### config.mk
export PLATFORM = sky130hd
export DESIGN_NAME = vga_scanout
export DESIGN_NICKNAME = d
export VERILOG_FILES = /design/src/rtl/vga_scanout.sv
export SDC_FILE = /design/constraint.sdc
export NUM_CORES = 1
export LEC_CHECK = 0
export CAP_MARGIN = 25
export CORE_ASPECT_RATIO = 1.1
export CORE_UTILIZATION = 35
export CTS_CLUSTER_SIZE = 12
export DETAILED_ROUTE_END_ITERATION = 8
export SETUP_SLACK_MARGIN = 0.05
export SYNTH_ARGS = -nofsm -noshare
export SYNTH_HDL_FRONTEND = slang
export SYNTH_SLANG_ARGS = --single-unit
### constraint.sdc
create_clock -name pixel_clk -period 2.25 [get_ports pixel_clk]
set_input_delay 0.45 -clock pixel_clk [delete_from_list [all_inputs] [get_ports pixel_clk]]
set_output_delay 0.45 -clock pixel_clk [all_outputs]
set_load 0.01 [all_outputs]
### src/rtl/vga_scanout.sv
// VGA 640x480 timing generator and scan-out stage: owns the pixel counters,
// realigns sync/blank with the renderer's delayed pixel, and drives the DAC pins.
module vga_scanout #(
   parameter int          H_ACTIVE       = 640,
   parameter int          H_FRONT        = 16,
   parameter int          H_SYNC         = 96,
   parameter int          H_BACK         = 48,
   parameter int          V_ACTIVE       = 480,
   parameter int          V_FRONT        = 10,
   parameter int          V_SYNC         = 2,
   parameter int          V_BACK         = 33,
   parameter int          RENDER_LATENCY = 1,
   parameter logic [11:0] FG_RGB         = 12'h555,
   parameter logic [11:0] BG_RGB         = 12'hFFF
) (
   input  logic        pixel_clk,
   input  logic        rst,
   input  logic        pixel,
   output logic [11:0] vga_x,
   output logic [11:0] vga_y,
   output logic        hsync,
   output logic        vsync,
   output logic [11:0] rgb,
   output logic        frame_tick
);

   localparam logic [11:0] H_LAST     = 12'(H_ACTIVE + H_FRONT + H_SYNC + H_BACK - 1);
   localparam logic [11:0] V_LAST     = 12'(V_ACTIVE + V_FRONT + V_SYNC + V_BACK - 1);
   localparam logic [11:0] H_ACT      = 12'(H_ACTIVE);
   localparam logic [11:0] V_ACT      = 12'(V_ACTIVE);
   localparam logic [11:0] H_SYNC_BEG = 12'(H_ACTIVE + H_FRONT);
   localparam logic [11:0] H_SYNC_END = 12'(H_ACTIVE + H_FRONT + H_SYNC);
   localparam logic [11:0] V_SYNC_BEG = 12'(V_ACTIVE + V_FRONT);
   localparam logic [11:0] V_SYNC_END = 12'(V_ACTIVE + V_FRONT + V_SYNC);

   function automatic logic [11:0] pixel_colour(input logic lit, input logic active);
      if (!active)
         return 12'h000;
      return lit ? FG_RGB : BG_RGB;
   endfunction

   logic [11:0] h_cnt;
   logic [11:0] v_cnt;
   logic        h_wrap;
   logic        v_wrap;

   assign h_wrap = (h_cnt == H_LAST);
   assign v_wrap = (v_cnt == V_LAST);

   always_ff @(posedge pixel_clk) begin
      if (rst) begin
         h_cnt <= 12'd0;
         v_cnt <= 12'd0;
      end else begin
         if (h_wrap) begin
            h_cnt <= 12'd0;
            if (v_wrap)
               v_cnt <= 12'd0;
            else
               v_cnt <= v_cnt + 12'd1;
         end else begin
            h_cnt <= h_cnt + 12'd1;
         end
      end
   end

   assign vga_x = h_cnt;
   assign vga_y = v_cnt;

   // Stage 0: timing flags decoded straight from the counters
   logic active_p0;
   logic hs_p0;
   logic vs_p0;

   assign active_p0 = (h_cnt < H_ACT) && (v_cnt < V_ACT);
   assign hs_p0     = (h_cnt >= H_SYNC_BEG) && (h_cnt < H_SYNC_END);
   assign vs_p0     = (v_cnt >= V_SYNC_BEG) && (v_cnt < V_SYNC_END);

   // Stages 1..L: flags delayed to line up with the renderer's pixel
   logic active_p [1:RENDER_LATENCY];
   logic hs_p     [1:RENDER_LATENCY];
   logic vs_p     [1:RENDER_LATENCY];

   always_ff @(posedge pixel_clk) begin
      if (rst) begin
         for (int i = 1; i <= RENDER_LATENCY; i++) begin
            active_p[i] <= 1'b0;
            hs_p[i]     <= 1'b0;
            vs_p[i]     <= 1'b0;
         end
      end else begin
         active_p[1] <= active_p0;
         hs_p[1]     <= hs_p0;
         vs_p[1]     <= vs_p0;
         for (int i = 2; i <= RENDER_LATENCY; i++) begin
            active_p[i] <= active_p[i-1];
            hs_p[i]     <= hs_p[i-1];
            vs_p[i]     <= vs_p[i-1];
         end
      end
   end

   // Output register: pins lag the counters by RENDER_LATENCY+1 cycles
   always_ff @(posedge pixel_clk) begin
      if (rst) begin
         hsync <= 1'b1;
         vsync <= 1'b1;
         rgb   <= 12'h000;
      end else begin
         hsync <= ~hs_p[RENDER_LATENCY];
         vsync <= ~vs_p[RENDER_LATENCY];
         rgb   <= pixel_colour(pixel, active_p[RENDER_LATENCY]);
      end
   end

   // Frame tick bypasses the alignment pipeline; game logic only needs the cadence
   always_ff @(posedge pixel_clk) begin
      if (rst)
         frame_tick <= 1'b0;
      else
         frame_tick <= (h_cnt == 12'd0) && (v_cnt == V_ACT);
   end

endmodule
==> flow_metrics.tcl <==
set metrics [dict create \
    outcome "finished, final reports clean" \
    ir_drop_v 0.000267 \
    grt_overflow_total 0 \
    cts_buffer_depth 2 \
    grt_max_degree 26 \
    syn2layout_area_growth_pct 37.6 \
    ff2ff_path_depth 4 \
    cp_cell_sequence "or4_4 > or4_4 > or4b_1 > a21oi_1" \
    synth_edf_count 0 \
    p_per_area_mw_per_mm2 511 \
    timing.reg2reg.setup_slack_ns 0.13 \
    period_needed_ns 2.12 \
    cts_resized 0 \
    start_util 0.366 \
    diodes 0 \
    core_mm2 0.00432 \
    grt_antenna_before_repair 0 \
    swShare 0.222 \
    critPathMaxStageDelay_ns 0.57 \
    htreeDepth 2 \
    vias 1494 \
    crit_type "register to register" \
    post_cts_buffers 0 \
    rows 25 \
    dp_hpwl_mm 2.76 \
    min_period_over_period 0.941 \
    synth_cells 187 \
    combPwrFrac 0.069 \
    synth-simple-area-share 0.316 \
    internal-power_w 0.000865 \
    cp_max_fo 3 \
    path_depth 4 \
    tightestPinTransition_ns 0.480 \
    drive_above_1_share 0.119 \
    cp.arrival_ns 2.33 \
    synth_top_cell_by_area "dfxtp_1" \
    crit_family "simple AND/OR/NAND/NOR gates" \
    drtPass1Iterations 4 \
    synth-seq-cells 32 \
    io_buffers 41 \
    synthArstFlopShare 0 \
    wl_per_cell_um 13.4 \
    vias_per_cell 5.17 \
    power_leakage_nw 0.741 \
    cts_tree "done" \
    synth_fa_ha_area_frac 0.0316 \
    cp_num_buf_inv 0 \
    synth_compound_area_frac 0.105 \
    syn_area_mm2 0.00158 \
    muxShareOfSynthArea 0 \
    fmax_mhz 472 \
    ctsHoldBuffers 0 \
    numCtsBuffers 5 \
    worstPathRequired_ns 2.46 \
    first_iter_violations 81 \
    cap_violations 0 \
    grt_pass1_wl_mm 6.27 \
    place_area_mm2 0.00209 \
    seq_area_frac_synth 0.405 \
    final_cell_mix "41 x clkdlybuf4s50_1, 32 x dfxtp_1, 18 x buf_4, 17 x nor2_1" \
    synth_nets 194 \
    final_nets 241 \
    track_usage 0.175 \
    synth_top_area_share 0.405 \
    drv_slew 0 \
    layout_commonest_cell "clkdlybuf4s50_1" \
    clkTransAtPathRegs_ns 0.06 \
    whs_path_depth 1 \
    synthFlopType "dfxtp_1" \
    globalplace.congestion 0.849 \
    synth_top_family_by_area "simple AND/OR/NAND/NOR gates" \
    routed_wl_mm 3.87 \
    rsz0062_at_grt "no" \
    first_global_vias 1325 \
    pwr-share-clk 0.409 \
    ant_nets 0 \
    synth_area_leaders "dfxtp_1 41%, buf_4 4.7%, nor2_1 4.0%" \
    fin_skew_ns 0.00877 \
    seq_power_share 0.522 \
    relSlewSlack 0.676 \
    hold_violations 0 \
    crit_slowest_cell "or4_4" \
    post-route-cell-area_mm2 0.00218 \
    synth_cell_types 33 \
    p_sw_w 0.000247 \
    clkSinkCount 32 \
    die_x_um 66.1 \
    hold_path_class "register to register" \
    drc 0 \
    ios 42 \
    yosys_warnings 0 \
    clk-insertion-delay-late_ns 0.29 \
    die_h_um 72.5 \
    synthXorXnorAreaFrac 0.0498 \
    crit_top_cell "or4_4" \
    finalCoreUtilization 0.504 \
    start_kind "register" \
    clockRootBuffer "clkbuf_8" \
    cp-end-kind "register" \
    avgSynthCellArea_um2 8.46 \
    dieArea_mm2 0.00479 \
    setup_viol_count_final 0 \
]
cells by family after synthesis:
| group | count (synthesis) |
|---|---|
| and+or+nand+nor | 86 |
| DFF | 32 |
| buffers and inverters | 29 |
| AOI/OAI and AO/OA | 27 |
| xor gates and xnor gates | 9 |
| adders and majority gates | 4 |
sequential cells by signal, indices dropped and copies added (netlist names):
| name | cells |
|---|---|
| vga_x | 12 |
| vsync | 1 |
| active_p | 1 |
| rgb | 2 |
| hsync | 1 |
| frame_tick | 1 |
| vs_p | 1 |
| hs_p | 1 |
| vga_y | 12 |
worst register-to-register path, stage by stage, from the launching register on:
cell	delay [ns]
dfxtp_1	0.31
or4_4	0.57
or4_4	0.53
or4b_1	0.51
a21oi_1	0.13
routing by layer:
| metal | up-vias | GRT usage | wire [um] |
|---|---|---|---|
| met5 | - | 0 | 0 |
| met1 | 687 | 0.197 | 1760 |
| met2 | 44 | 0.310 | 1870 |
| met4 | 0 | 0.0662 | 63 |
| li1 | 756 | - | - |
| met3 | 7 | 0.0472 | 183 |
worst paths after layout:
path,end,from
worst max-delay path,vga_y[6],vga_x[5]
worst min-delay path,hsync,hs_p[1]
worst max register to register,vga_y[6],vga_x[5]
worst min register to register,hsync,hs_p[1]
synthesized netlist by cell type, types with 4 or more instances:
cell type,number
nor3_1,7
buf_4,10
xnor2_1,5
a21oi_1,12
nand4_1,7
nor2_1,17
nand2_1,12
nand3_1,11
or3_1,6
dfxtp_1,32
clkbuf_1,9
inv_1,10
o32ai_1,5
xor2_1,4
ha_1,4
o21ai_0,5
nand2b_1,4
final cells by class:
type,instances,area (um2)
Tap cell,54,67.6
Timing Repair Buffer,59,546
Inverter,10,37.5
Clock buffer,8,90.1
Multi-Input combinational cell,126,795
Fill cell,422,2140
Sequential cell,32,641
power groups by stage:
stage	combinational [W]	sequential [W]	clock (W)
after floorplan	0.0000373	0.000598	0
after global placement	0.0000762	0.000593	0
after detailed placement	0.0000762	0.000593	0
after CTS	0.0000780	0.000580	0.000474
after global routing	0.0000833	0.000581	0.000495
final	0.0000769	0.000581	0.000455
per-stage QoR:
stage               TNS [ns]  power, W  hold slack, ns  cells  worst slack [ns]
floorplan                  0  0.000635           0.356    187            0.0889
global placement     -0.0449  0.000669           0.365    281           -0.0449
detailed placement    -0.125  0.000670           0.368    281            -0.125
CTS                        0   0.00113           0.384    289             0.140
global route               0   0.00116           0.412    289            0.0559
finish                     0   0.00111           0.383    289             0.132
No activity file was read; power rests on OpenSTA's default activity.
